[config.mk]
export PLATFORM = sky130hd
export DESIGN_NAME = pipe_skid_stage_flat
export DESIGN_NICKNAME = d
export VERILOG_FILES = /design/src/rtl/pipe_skid_if.sv /design/src/rtl/pipe_skid_stage.sv /design/src/flat_wrapper.sv
export SDC_FILE = /design/constraint.sdc
export NUM_CORES = 1
export LEC_CHECK = 0
export ABC_AREA = 0
export BUFFER_PORTS_ARGS = -buffer_cell sky130_fd_sc_hd__buf_2
export CORE_AREA = 5 5 149 165
export CTS_BUF_LIST = sky130_fd_sc_hd__clkbuf_2 sky130_fd_sc_hd__clkbuf_4 sky130_fd_sc_hd__clkbuf_8
export CTS_CLUSTER_SIZE = 40
export DETAILED_ROUTE_END_ITERATION = 7
export DIE_AREA = 0 0 154 170
export PLACE_DENSITY = 0.81
export SLEW_MARGIN = 20
export SYNTH_ARGS = -nofsm -noshare
export SYNTH_HDL_FRONTEND = slang
export SYNTH_SLANG_ARGS = --single-unit
[constraint.sdc]
create_clock -name i_clk -period 1.75 [get_ports i_clk]
set_input_delay 0.0875 -clock i_clk [delete_from_list [all_inputs] [get_ports i_clk]]
set_output_delay 0.0875 -clock i_clk [all_outputs]
set_load 0.03 [all_outputs]
[src/rtl/pipe_skid_if.sv]
// Valid/ready bus between a pipeline stage and its neighbours; the stage takes the slave view.
// Both sides of the handshake are included so one interface instance covers a whole stage.
interface pipe_skid_if #(
    parameter int DATA_W = 128,
    parameter int CTRL_W = 8
);
    logic              i_valid;
    logic              o_ready;
    logic [DATA_W-1:0] i_data;
    logic [CTRL_W-1:0] i_ctrl;
    logic              o_valid;
    logic              i_ready;
    logic [DATA_W-1:0] o_data;
    logic [CTRL_W-1:0] o_ctrl;

    modport master (
        output i_valid, i_data, i_ctrl, i_ready,
        input  o_ready, o_valid, o_data, o_ctrl
    );

    modport slave (
        input  i_valid, i_data, i_ctrl, i_ready,
        output o_ready, o_valid, o_data, o_ctrl
    );
endinterface

[src/rtl/pipe_skid_stage.sv]
// Elastic pipeline stage register with 2-entry skid buffer, flush and bubble counter.
// Latency: 1 cycle from accept to o_valid/o_data.
// Backpressure: absorbs one entry after i_ready drops; o_ready is a flop, no i_ready->o_ready path.
module pipe_skid_stage #(
    parameter int DATA_W    = 128,
    parameter int CTRL_W    = 8,
    parameter int CNT_W     = 16,
    parameter bit KILL_CTRL = 1'b1
) (
    input  logic             i_clk,
    input  logic             i_rst_n,
    input  logic             i_flush,
    pipe_skid_if.slave       bus,
    output logic [CNT_W-1:0] o_bubble_cnt
);

    // Encoding chosen so bit 0 is the main valid bit and bit 1 the skid valid bit.
    typedef enum logic [1:0] {
        S_EMPTY = 2'b00,
        S_ONE   = 2'b01,
        S_FULL  = 2'b11
    } state_t;

    state_t            state_q;
    state_t            state_d;
    logic [DATA_W-1:0] main_dat_q;
    logic [DATA_W-1:0] skid_dat_q;
    logic [CTRL_W-1:0] main_ctrl_q;
    logic [CTRL_W-1:0] skid_ctrl_q;
    logic [CNT_W-1:0]  bubble_cnt_q;

    logic main_vld;
    logic skid_vld;
    logic accept;
    logic drain;
    logic main_ld_in;
    logic main_ld_skid;
    logic skid_ld;

    assign main_vld = state_q[0];
    assign skid_vld = state_q[1];
    assign accept   = bus.i_valid & ~skid_vld;
    assign drain    = main_vld & bus.i_ready;

    always_ff @(posedge i_clk) begin
        if (!i_rst_n) begin
            state_q <= S_EMPTY;
        end else begin
            state_q <= state_d;
        end
    end

    always_comb begin
        state_d      = state_q;
        main_ld_in   = 1'b0;
        main_ld_skid = 1'b0;
        skid_ld      = 1'b0;
        case (state_q)
            S_EMPTY: begin
                if (accept) begin
                    state_d    = S_ONE;
                    main_ld_in = 1'b1;
                end
            end
            S_ONE: begin
                if (accept && drain) begin
                    main_ld_in = 1'b1;
                end else if (accept) begin
                    state_d = S_FULL;
                    skid_ld = 1'b1;
                end else if (drain) begin
                    state_d = S_EMPTY;
                end
            end
            S_FULL: begin
                if (drain) begin
                    state_d      = S_ONE;
                    main_ld_skid = 1'b1;
                end
            end
            default: state_d = S_EMPTY;
        endcase
        // Flush discards everything, including whatever is offered this cycle.
        if (i_flush) begin
            state_d      = S_EMPTY;
            main_ld_in   = 1'b0;
            main_ld_skid = 1'b0;
            skid_ld      = 1'b0;
        end
    end

    always_comb begin
        bus.o_valid = main_vld;
        bus.o_ready = ~skid_vld;
        bus.o_data  = main_dat_q;
        bus.o_ctrl  = KILL_CTRL ? (main_ctrl_q & {CTRL_W{main_vld}}) : main_ctrl_q;
    end

    // Payload registers hold through drain and flush; only loads or reset change them.
    always_ff @(posedge i_clk) begin
        if (!i_rst_n) begin
            main_dat_q  <= '0;
            main_ctrl_q <= '0;
            skid_dat_q  <= '0;
            skid_ctrl_q <= '0;
        end else begin
            if (main_ld_in) begin
                main_dat_q  <= bus.i_data;
                main_ctrl_q <= bus.i_ctrl;
            end else if (main_ld_skid) begin
                main_dat_q  <= skid_dat_q;
                main_ctrl_q <= skid_ctrl_q;
            end
            if (skid_ld) begin
                skid_dat_q  <= bus.i_data;
                skid_ctrl_q <= bus.i_ctrl;
            end
        end
    end

    always_ff @(posedge i_clk) begin
        if (!i_rst_n) begin
            bubble_cnt_q <= '0;
        end else if (!main_vld && (bubble_cnt_q != {CNT_W{1'b1}})) begin
            bubble_cnt_q <= bubble_cnt_q + CNT_W'(1);
        end
    end

    assign o_bubble_cnt = bubble_cnt_q;

endmodule

[src/flat_wrapper.sv]
// flat-port wrapper written by rule: the top's interface ports become plain ports
module pipe_skid_stage_flat 
#(
    parameter int DATA_W    = 128,
    parameter int CTRL_W    = 8,
    parameter int CNT_W     = 16,
    parameter bit KILL_CTRL = 1'b1
)
  (i_clk, i_rst_n, i_flush, o_bubble_cnt, bus_i_valid, bus_i_data, bus_i_ctrl, bus_i_ready, bus_o_ready, bus_o_valid, bus_o_data, bus_o_ctrl);
  pipe_skid_if #(.DATA_W(DATA_W), .CTRL_W(CTRL_W)) bus_i ();
  input  logic i_clk;
  input  logic i_rst_n;
  input  logic i_flush;
  output logic [CNT_W-1:0] o_bubble_cnt;
  input wire logic [$bits(bus_i.i_valid)-1:0] bus_i_valid;
  input wire logic [$bits(bus_i.i_data)-1:0] bus_i_data;
  input wire logic [$bits(bus_i.i_ctrl)-1:0] bus_i_ctrl;
  input wire logic [$bits(bus_i.i_ready)-1:0] bus_i_ready;
  output wire logic [$bits(bus_i.o_ready)-1:0] bus_o_ready;
  output wire logic [$bits(bus_i.o_valid)-1:0] bus_o_valid;
  output wire logic [$bits(bus_i.o_data)-1:0] bus_o_data;
  output wire logic [$bits(bus_i.o_ctrl)-1:0] bus_o_ctrl;
  assign bus_i.i_valid = bus_i_valid;
  assign bus_i.i_data = bus_i_data;
  assign bus_i.i_ctrl = bus_i_ctrl;
  assign bus_i.i_ready = bus_i_ready;
  assign bus_o_ready = bus_i.o_ready;
  assign bus_o_valid = bus_i.o_valid;
  assign bus_o_data = bus_i.o_data;
  assign bus_o_ctrl = bus_i.o_ctrl;
  pipe_skid_stage #(.DATA_W(DATA_W), .CTRL_W(CTRL_W), .CNT_W(CNT_W), .KILL_CTRL(KILL_CTRL)) u_core (.i_clk(i_clk), .i_rst_n(i_rst_n), .i_flush(i_flush), .bus(bus_i), .o_bubble_cnt(o_bubble_cnt));
endmodule
Word-level counts from Yosys, hierarchy flattened
Cells that the tools add are included.
{ "totals": {"regBits": 290, "inputBits": 141} }
{ "op_classes": {"n_addsub": 1, "eq_ne": 7, "muxes": 20, "bitwise_logic": 5, "reduce_logical": 7} }
{ "op_table": {"columns": ["operator", "n"], "rows": [
  ["$mux 128", 2],
  ["$add 16x1->16 const B", 1],
  ["$mux 8", 2],
  ["$ne 16x16->1 const B", 1],
  ["$mux 2", 5],
  ["$mux 1", 9],
  ["$and 8x8->8", 1],
  ["$pmux 2 s3", 1],
  ["$ne 2x1->1 const B", 2],
  ["$reduce_and 4->1", 1],
  ["$ne 3x1->1 const B", 1],
  ["$and 1x1->1", 2],
  ["$eq 2x1->1 const B", 1],
  ["$eq 2x2->1 const B", 1],
  ["$logic_and 1x1->1", 2],
  ["$logic_not 2->1", 1],
  ["$ne 2x2->1 const B", 1],
  ["$not 1->1", 2],
  ["$pmux 1 s2", 1],
  ["$reduce_bool 2->1", 1],
  ["$reduce_or 2->1", 1],
  ["$logic_not 1->1", 1]
]} }

Depth between registers and ports, before layout
Gate-level depths: netlist (run 1).
{ "depth": {"depth_word": 7, "depth_mapped": 9, "depth_no_buf": 6} }

Worst setup path after synthesis (run 1)
Ideal clock, no wire load.
{ "synth_path": {"path_kind": "register to register", "start": "register u_core.state_q[0]", "end": "register u_core.skid_dat_q[84]", "arrival_time_ns": 1.982, "required_time_ns": 1.618, "setup_slack_ns": -0.364, "stages_incl_launch_ff": 9, "path_buffers": 3, "path_cell_list": "dfxtp_1 > ha_1 > nand3b_1 > or3_1 > buf_2 > buf_2 > buf_2 > nand2_1 > a21oi_1"} }
{ "synth_via": {"elab_chain_cells": 5, "word_cells_on_any_way": 6, "classes_between": "eq/ne (1); mux (3); bitwise (1); reduce/logical (1)"} }
{ "synth_rtl": {"columns": ["item", "line_no", "rtl"], "rows": [
  ["start, declared", "pipe_skid_stage.sv:24", "state_t state_q;"],
  ["start signal, assigned", "pipe_skid_stage.sv:49", "state_q <= state_d;"],
  ["$and 1x1->1", "pipe_skid_stage.sv:43", "assign drain = main_vld & bus.i_ready;"],
  ["$logic_and 1x1->1", "pipe_skid_stage.sv:66", "if (accept && drain) begin"],
  ["$mux 1", "pipe_skid_stage.sv:66", null],
  ["$mux 1 (*)", "pipe_skid_stage.sv:58", "case (state_q)"],
  ["$mux 1 (*)", "pipe_skid_stage.sv:84", "if (i_flush) begin"],
  ["end signal, assigned", "pipe_skid_stage.sv:115", "skid_dat_q <= bus.i_data;"],
  ["end, declared", "pipe_skid_stage.sv:27", "logic [DATA_W-1:0] skid_dat_q;"]
]} }
Mark *: on every way between the ends. The rest lies on a longest branch, timed or not.
A chain may end at the register's enable or synchronous reset.

Final worst setup path (run 1)
{ "layout_path": {"start": "register u_core.state_q[0]", "end": "register u_core.main_dat_q[77] (netlist: u_core.bus.o_data[77])"} }
{ "layout_via": {"elab_chain_cells": 6, "word_cells_on_any_way": 13, "classes_between": "eq/ne (2); mux (7); bitwise (1); reduce/logical (3)"} }
{ "layout_rtl": {"columns": ["item", "line_no", "rtl"], "rows": [
  ["$and 1x1->1", "pipe_skid_stage.sv:43", null],
  ["$logic_and 1x1->1", "pipe_skid_stage.sv:66", null],
  ["$mux 1", "pipe_skid_stage.sv:66", null],
  ["$pmux 1 s2", "pipe_skid_stage.sv:58", null],
  ["$mux 1", "pipe_skid_stage.sv:84", null],
  ["$mux 128 or $reduce_bool 2->1 (tied branches)", null, null],
  ["end signal, assigned", "pipe_skid_stage.sv:108", "main_dat_q <= bus.i_data;"],
  ["end signal, assigned", "pipe_skid_stage.sv:111", "main_dat_q <= skid_dat_q;"],
  ["end, declared", "pipe_skid_stage.sv:26", "logic [DATA_W-1:0] main_dat_q;"]
]} }
Several ways; a longest one is shown, not always the timed one.

==> results.json, run 1 <==
{
  "cp.required_ns": 2.15,
  "maxSlewViolCount": 0,
  "vdd_drop_max_v": 0.0007792,
  "slew_headroom": 0.4979,
  "grt_pass1_vias": 11443,
  "max_stage_delay_ns": 0.37,
  "worst-path-max-fanout": 14,
  "fp-row-count": 58,
  "setup_ws_ns": -0.02692,
  "use_met1": 0.3131,
  "die_area_um2": 26180,
  "die_y_um": 170,
  "port_buffers": 294,
  "cts-root-buf": "clkbuf_8",
  "grt_pass1_wl_um": 57820,
  "synthCells": 1326,
  "stdcell_area_um2": 15670,
  "cts_made_buffers": 45,
  "antenna_found_initial": 2,
  "nets": 1896,
  "crit_arrival_ns": 2.18,
  "criticalPathCategory": "reg2reg",
  "fin_crit_sh": 1.015,
  "rsz0062_at_grt": "yes",
  "drt-vias-per-instance": 5.631,
  "wl_per_cell_um": 18.24,
  "fin_crit_ns": 1.777,
  "tns_ns": -0.1346,
  "avgSynthCellArea_um2": 8.205,
  "powerDensity_nw_per_um2": 921.5,
  "busiest_layer": "met2",
  "area_delta_synth_final_pct": 44.04,
  "synth.net_count": 1472,
  "p_leak_nw": 6.143,
  "setup_viol": 17,
  "cts_tree": "done",
  "fillers": 1622,
  "met2_usage": 0.4470,
  "critPathBufInv": 3,
  "drive_gt1_frac": 0.2764,
  "cts.sinks": 290,
  "drc": 0,
  "seq_area_frac_synth": 0.5336,
  "slowest_stage": "dfxtp_4",
  "hold_class": "in2reg",
  "clkLatencyLatePin_ns": 0.55,
  "yosysWarnings": 0,
  "dr.pass1.iters": 5,
  "final_cells": 2084,
  "hold_viol": 0,
  "placed_area_um2": 12930,
  "status": "finished, violations left",
  "routed_wl_um": 38000,
  "place_congestion": 0.8407,
  "end_kind": "flop",
  "crit_chain": "inv_2 > ha_4 > nor2_1 > o2111a_4 > buf_12 > buf_12 > a22oi_1 > o21ai_1",
  "vias": 11736,
  "critical-path-top-delay-family": "compound AO/OA/AOI/OAI gates",
  "drtIter0Drc": 992,
  "ioPinCount": 295,
  "cts_buffer_depth": 3,
  "synth_seq_cells": 290,
  "path_clk_slew_ns": 0.06,
  "hpwl_um": 21040,
  "path_common_cell": "buf_12",
  "grt_max_degree": 79,
  "skew_ns": 0.03164,
  "grt.overflow.total": 0,
  "place_ws_ns": -0.01419,
  "yosysUniqueCellTypes": 38,
  "violations": "negative setup slack",
  "fp.dieW_um": 154,
  "gr-usage-all-layers": 0.2623,
  "h-tree-depth": 2,
  "netlist_area_um2": 10880,
  "fmax_mhz": 562.8,
  "tightest_slew_ns": 0.7532,
  "coreArea_um2": 22640,
  "holdWs_ns": 0.1840,
  "drv_cap": 0,
  "start_util": 0.4805,
  "start_kind": "flop",
  "place_inst": 1855,
  "ant_nets": 0,
  "use_met3": 0.05595
}
## final timing paths
| kind | from | to | slack (ns) | cells after the start |
|---|---|---|---|---|
| worst max-delay path | u_core.state_q[0] | u_core.bus.o_data[77] | -0.03 | 8 |
| worst min-delay path | bus_i_ready | u_core.state_q[1] | 0.18 | 5 |
| worst max register to register | u_core.state_q[0] | u_core.bus.o_data[77] | -0.03 | 8 |
| worst min register to register | u_core.bus.o_data[37] | u_core.bus.o_data[37] | 0.45 | 2 |
## registers in the layout, summed over array words and instances, names as in the netlist
register,flops
u_core.bus.o_data,128
u_core.main_ctrl_q,8
u_core.o_bubble_cnt,16
u_core.skid_ctrl_q,8
u_core.skid_dat_q,128
u_core.state_q,2
## metal layers
metal  wire, µm  up-vias  share of wire
met5          0        -              0
met4       1858        0          0.049
met3       3005      151          0.079
met2      18960      651           0.50
met1      14180     5503           0.37
li1           -     5431              -
## per-stage QoR
step                power, W    util
global placement    0.008421  0.5711
floorplan           0.007841       -
CTS                  0.01441  0.6745
global route         0.01502  0.6919
detailed placement  0.008454  0.5711
finish               0.01444  0.6921
## final cells by class
cell class | instances | area (µm²) | area share
repair buffers | 485 | 3600 | 0.2297
inverters | 7 | 33.78 | 0.002156
well taps | 300 | 375.4 | 0.02395
clock buffers | 74 | 905.9 | 0.05781
flip-flops and latches | 290 | 5834 | 0.3723
multi-input cells | 921 | 4893 | 0.3123
clock inverters | 3 | 17.52 | 0.001118
diodes | 4 | 10.01 | 0.0006388
## cell usage after synthesis
master / n / area [µm²]
nand2_1: 412 / 1546
dfxtp_1: 290 / 5806
a21oi_1: 151 / 755.7
o21ai_0: 142 / 710.7
a22oi_1: 136 / 1021
clkbuf_1: 78 / 292.8
buf_2: 24 / 120.1
and2_1: 9 / 56.30
or4_1: 8 / 60.06
buf_1: 7 / 26.28
o31ai_1: 7 / 52.55
or3_1: 7 / 43.79
inv_1: 6 / 22.52
nand3_1: 6 / 30.03
ha_1: 5 / 62.56
nand2b_1: 4 / 25.02
nand4_1: 4 / 25.02
nor2_1: 4 / 15.01
nor3_1: 4 / 20.02
mux2i_1: 3 / 30.03
nor4_1: 2 / 12.51
a2111o_1: 1 / 11.26
a211oi_1: 1 / 7.510
a21boi_0: 1 / 7.510
a21oi_2: 1 / 8.760
a31oi_1: 1 / 6.260
and3_1: 1 / 6.260
and3b_1: 1 / 8.760
clkinv_1: 1 / 3.750
nand3_2: 1 / 10.01
nand3b_1: 1 / 7.510
nand4_2: 1 / 12.51
nor2b_1: 1 / 6.260
o2111a_1: 1 / 11.26
o21a_1: 1 / 7.510
o21ai_1: 1 / 5.000
o41ai_2: 1 / 16.27
xor2_1: 1 / 8.760
## timing repair
action	in CTS	in global routing
resized for setup	5	89
buffers inserted	2	1
endpoints found under the setup margin	3	224
hold buffers	138	0
pin swaps	1	3
cloned	0	7
hold endpoints to repair	274	0
## placed cells by master, fill, tap and decap left out, types with 5 or more instances in the layout
| cell type | instances |
|---|---|
| nand2_1 | 412 |
| buf_2 | 293 |
| dfxtp_1 | 279 |
| a21oi_1 | 151 |
| dlygate4sd3_1 | 138 |
| a22oi_1 | 99 |
| o21ai_0 | 95 |
| clkbuf_8 | 56 |
| o21ai_1 | 47 |
| a22oi_2 | 37 |
| buf_4 | 28 |
| clkbuf_4 | 18 |
| buf_12 | 15 |
| and2_1 | 8 |
| or4_1 | 8 |
| o31ai_1 | 7 |
| nand3_1 | 6 |
| dfxtp_4 | 6 |
| clkbuf_16 | 5 |
| dfxtp_2 | 5 |
## worst register-to-register path: stages, from the launching register on
cell and delay, ns:
dfxtp_4 0.37, inv_2 0.08, ha_4 0.15, nor2_1 0.07, o2111a_4 0.35, buf_12 0.17
buf_12 0.15, a22oi_1 0.19, o21ai_1 0.13
## power breakdown
group / internal [W] / total [W] / leakage, nW / switching [W]
logic: 0.000662 / 0.00171 / 3.29 / 0.00105
clock network: 0.00324 / 0.00577 / 0.493 / 0.00253
registers: 0.00683 / 0.00696 / 2.36 / 0.000138
total: 0.0107 / 0.0144 / 6.14 / 0.00371
## cell families (layout without fill, tap and decap cells)
group	after synthesis	after routing	synth area share
compound gates	445	446	0.2409
xor+xnor	1	1	0.0008052
fa+ha+maj	5	5	0.005750
buf+inv	116	569	0.04278
flops	290	290	0.5336
mux	3	3	0.002760
other cells	0	4	0
simple gates	466	466	0.1733
Note: power is estimated with default switching activity, not from simulation.
==> inputs of run 2 (changes only) <==
==> constraint.sdc (replaced) <==
create_clock -name i_clk -period 1.5 [get_ports i_clk]
set_input_delay 0.075 -clock i_clk [delete_from_list [all_inputs] [get_ports i_clk]]
set_output_delay 0.075 -clock i_clk [all_outputs]
set_load 0.03 [all_outputs]
==> results.json, run 2 (synthesis results as in run 1) <==
{
  "cp.required_ns": 1.97,
  "grt_max_degree": 142,
  "ioPinCount": 295,
  "final_cells": 2172,
  "nets": 1980,
  "place_inst": 1892,
  "skew_ns": 0.01661,
  "fillers": 1171,
  "clkLatencyLatePin_ns": 0.56,
  "cts_made_buffers": 46,
  "drc": 0,
  "status": "finished, violations left",
  "ff2ff_path_depth": 11,
  "cts.sinks": 290,
  "cts_buffer_depth": 3,
  "fin_util": 0.8121,
  "fin_crit_ns": 1.948,
  "fmax_mhz": 513.3,
  "p_leak_nw": 7.144,
  "grt_pass1_vias": 12854,
  "layout_commonest_cell": "nand2_1",
  "setup_ws_ns": -0.4483,
  "busiest_layer": "met2",
  "die_y_um": 170,
  "fp.dieW_um": 154,
  "ant_nets": 0,
  "slew_headroom": 0.4300,
  "drt-vias-per-instance": 6.280,
  "coreArea_um2": 22640,
  "fin_crit_sh": 1.299,
  "wl_per_cell_um": 24.33,
  "dr.pass1.iters": 7,
  "tns_ns": -85.81,
  "met2_usage": 0.5397,
  "tightest_slew_ns": 0.8550,
  "start_kind": "flop",
  "gr-usage-all-layers": 0.3107,
  "rsz0062_at_grt": "yes",
  "start_util": 0.4805,
  "area_delta_synth_final_pct": 69.01,
  "drtIter0Drc": 1465,
  "end_kind": "flop",
  "violations": "negative setup slack",
  "use_met3": 0.06816,
  "criticalPathCategory": "reg2reg",
  "vias": 13641,
  "use_met1": 0.3561,
  "power_w": 0.01792,
  "vdd_drop_max_v": 0.0008999,
  "die_area_um2": 26180,
  "path_clk_slew_ns": 0.07,
  "grt_pass1_wl_um": 66790,
  "setup_viol": 298,
  "hold_path_depth": 4,
  "place_congestion": 0.8641,
  "fp-row-count": 58,
  "drive_gt1_frac": 0.4499,
  "layout_common_cells": "nand2_1 (375), buf_2 (293), dfxtp_1 (272), dlygate4sd3_1 (137), a22oi_2 (133)",
  "crit_arrival_ns": 2.42,
  "grt.overflow.total": 0,
  "port_buffers": 294,
  "antenna_found_initial": 4,
  "cts-root-buf": "clkbuf_8",
  "hold_class": "in2reg",
  "cts_tree": "done",
  "worst-path-max-fanout": 8,
  "drv_cap": 0,
  "hpwl_um": 22050,
  "maxSlewViolCount": 0,
  "powerDensity_nw_per_um2": 974.5,
  "routed_wl_um": 52850,
  "h-tree-depth": 2,
  "hold_viol": 0,
  "holdWs_ns": 0.02731
}
==> run 2: cell count changes in the layout (fill, tap and decap cells not counted), moves of 18 or more <==
cell,before,now
nand2_1,412,375
a21oi_1,151,76
a22oi_2,37,133
o21ai_0,95,6
o21ai_2,1,34
a21oi_2,0,75
a22oi_1,99,3
o21ai_1,47,102
buf_12,15,34
nand2_2,0,22
buf_4,28,46
==> run 2: timing repair <==
| item | in CTS | in global routing |
|---|---|---|
| pin swaps | 49 | 172 |
| cloned | 15 | 23 |
| gates resized for setup | 260 | 260 |
| setup buffers | 15 | 10 |
| hold buffers | 137 | 0 |
| setup endpoints to repair | 293 | 299 |
| endpoints found under the hold margin | 274 | 0 |
==> run 2: report_power, final <==
group | switching [W] | total, W | leakage, nW | internal (W)
sequential | 0.000203 | 0.00816 | 2.37 | 0.00795
clock | 0.00319 | 0.00719 | 0.518 | 0.00400
combinational | 0.00154 | 0.00257 | 4.26 | 0.00103
==> run 2: final cells by class <==
class | instances | area [µm²] | area share
Clock inverter | 5 | 50.05 | 0.002722
Multi-Input combinational cell | 920 | 6067 | 0.3300
Inverter | 7 | 38.79 | 0.002110
Sequential cell | 290 | 5853 | 0.3183
Clock buffer | 74 | 912.1 | 0.04961
Tap cell | 300 | 375.4 | 0.02042
Timing Repair Buffer | 569 | 5072 | 0.2759
Antenna cell | 7 | 17.52 | 0.0009527
==> run 2: through the flow <==
step                worst slack [ns]  cell area, µm²
CTS                          -0.2937           16880
finish                       -0.4483           18390
detailed placement           -0.4596           13410
floorplan                    -0.2388           11140
global route                 -0.5118           18380
global placement             -0.6346           13400
==> run 2: worst paths after layout <==
check	startpoint	endpoint	slack [ns]
worst max-delay path	u_core.state_q[1]	u_core.skid_dat_q[5]	-0.45
worst min-delay path	i_flush	u_core.state_q[0]	0.03
worst max register to register	u_core.state_q[1]	u_core.skid_dat_q[5]	-0.45
worst min register to register	u_core.bus.o_data[61]	u_core.bus.o_data[61]	0.44
==> run 2: worst max-delay path, cell delays in order (launching register included) <==
cell	delay, ns
dfxtp_4	0.37
inv_8	0.07
ha_4	0.13
buf_6	0.11
nand3b_1	0.12
buf_6	0.15
nor3_4	0.19
buf_6	0.15
buf_12	0.14
buf_12	0.14
nand2_1	0.10
a21oi_2	0.19
==> run 2: layer usage <==
layer,up-vias,wire length (µm)
li1,5643,-
met1,6368,17530
met2,1242,25880
met3,386,5480
met4,2,3945
met5,-,13
==> inputs of run 3 (changes only) <==
--- a/config.mk
+++ b/config.mk
@@ -12,6 +12,7 @@
 export CTS_CLUSTER_SIZE = 40
 export DETAILED_ROUTE_END_ITERATION = 7
 export DIE_AREA = 0 0 154 170
+export GPL_TIMING_DRIVEN = 0
 export PLACE_DENSITY = 0.81
 export SLEW_MARGIN = 20
 export SYNTH_ARGS = -nofsm -noshare
==> results.json, run 3 (synthesis results as in run 1) <==
{
  "status": "finished, violations left",
  "violations": "negative setup slack",
  "fin_util": 0.7977,
  "seqPwrFrac": 0.461,
  "holdWs_ns": 0.1585,
  "coreArea_um2": 22640,
  "fp.dieW_um": 154,
  "layout_common_cells": "nand2_1 (317), buf_2 (294), dfxtp_1 (272), dlygate4sd3_1 (138), o21ai_1 (92)",
  "drive_gt1_frac": 0.4224,
  "internal_power_w": 0.01280,
  "tns_ns": -76.39,
  "combPwrFrac": 0.136,
  "fp-row-count": 58,
  "dr.pass1.iters": 8,
  "hpwl_um": 23790,
  "cts_buffer_depth": 3,
  "seqCellArea_um2": 5853,
  "crit_arrival_ns": 2.32,
  "ioPinCount": 295,
  "drc": 0,
  "setup_viol": 297,
  "drtIter0Drc": 1134,
  "ant_nets": 0,
  "grt_max_degree": 11,
  "area_delta_synth_final_pct": 66.03,
  "vias": 13090,
  "start_util": 0.4805,
  "power_switching_share": 0.2749,
  "fin_crit_sh": 1.265,
  "powerDensity_nw_per_um2": 977.1,
  "skew_ns": 0.01366,
  "worst-path-max-fanout": 8,
  "placed_area_um2": 12980,
  "end_kind": "flop",
  "fin_crit_ns": 1.898,
  "multi_input_area_um2": 5902,
  "path_clk_slew_ns": 0.07,
  "vdd_drop_max_v": 0.0008107,
  "rsz0062_at_grt": "yes",
  "gr-usage-all-layers": 0.3012,
  "cts_tree": "done",
  "hold_viol": 0,
  "nets": 2004,
  "tightest_slew_ns": 1.040,
  "cts_made_buffers": 45,
  "clkLatencyLatePin_ns": 0.56,
  "grt_pass1_wl_um": 64960,
  "cts.sinks": 290,
  "wl_per_cell_um": 21.58,
  "layout_commonest_cell": "nand2_1",
  "maxSlewViolCount": 0,
  "antenna_found_initial": 3,
  "power_switching_w": 0.004852,
  "die_area_um2": 26180,
  "clockPowerShare": 0.403,
  "drt-vias-per-instance": 5.969,
  "fmax_mhz": 527.0,
  "criticalPathCategory": "reg2reg",
  "grt_pass1_vias": 12738,
  "p_leak_nw": 7.071,
  "drv_cap": 0,
  "fillers": 1242,
  "port_buffers": 293,
  "stdcell_area_um2": 18060,
  "slew_headroom": 0.3069,
  "grt.overflow.total": 0,
  "h-tree-depth": 2,
  "hold_class": "in2reg",
  "cp.required_ns": 1.92,
  "place_congestion": 0.8427,
  "die_y_um": 170,
  "setup_ws_ns": -0.3976,
  "place_ws_ns": -0.9161,
  "start_kind": "flop",
  "cts-root-buf": "clkbuf_8",
  "routed_wl_um": 47330
}
==> run 3: final cells by class <==
| type | count | area share |
|---|---|---|
| Sequential cell | 290 | 0.3241 |
| Clock inverter | 6 | 0.001663 |
| Inverter | 7 | 0.002147 |
| Tap cell | 300 | 0.02078 |
| Antenna cell | 4 | 0.0005542 |
| Multi-Input combinational cell | 920 | 0.3268 |
| Timing Repair Buffer | 486 | 0.2056 |
| Buffer | 108 | 0.06740 |
| Clock buffer | 72 | 0.05105 |
==> run 3: power groups by stage <==
stage               Sequential (W)  Clock, W  Combinational (W)
floorplan                  0.00863         0           0.000524
global placement           0.00826         0            0.00154
detailed placement         0.00827         0            0.00157
CTS                        0.00811   0.00696            0.00206
global route               0.00816   0.00747            0.00251
finish                     0.00814   0.00711            0.00239
==> run 3: through the flow <==
| stage | total power, W | instances |
|---|---|---|
| 6_report | 0.01765 | 2193 |
| 5_1_grt | 0.01814 | 2191 |
| 4_1_cts | 0.01713 | 2165 |
| 3_5_place_dp | 0.009839 | 1919 |
| 3_3_place_gp | 0.009808 | 1919 |
| 2_1_floorplan | 0.009154 | 1326 |
==> run 3: final timing paths <==
| kind | startpoint | to | slack (ns) | cells past startpoint |
|---|---|---|---|---|
| worst max-delay path | u_core.state_q[1] | u_core.bus.o_data[114] | -0.40 | 9 |
| worst min-delay path | bus_i_ready | u_core.state_q[0] | 0.16 | 5 |
| worst max register to register | u_core.state_q[1] | u_core.bus.o_data[114] | -0.40 | 9 |
| worst min register to register | u_core.bus.o_data[120] | u_core.bus.o_data[120] | 0.45 | 2 |
==> run 3: critical path, stage by stage (launching register included) <==
cell       delay (ns)
dfxtp_4          0.37
inv_8            0.07
ha_4             0.15
nor2_1           0.05
o2111a_2         0.28
buf_12           0.16
buf_12           0.15
clkbuf_16        0.15
a22oi_1          0.26
o21ai_1          0.12
==> run 3: metal layers <==
layer	wire, µm	track usage	up-vias
li1	-	-	5667
met1	16160	0.3306	6170
met2	23910	0.5458	956
met3	4171	0.06790	295
met4	3066	0.1513	2
met5	20	0	-
==> run 3: timing repair <==
item                       in CTS  in global routing
setup endpoints to repair     297                298
resized for setup             309                337
hold buffers                  138                  0
buffers inserted               16                 14
pin swaps                      54                125
gates cloned                   14                 13
hold endpoints to repair      274                  0
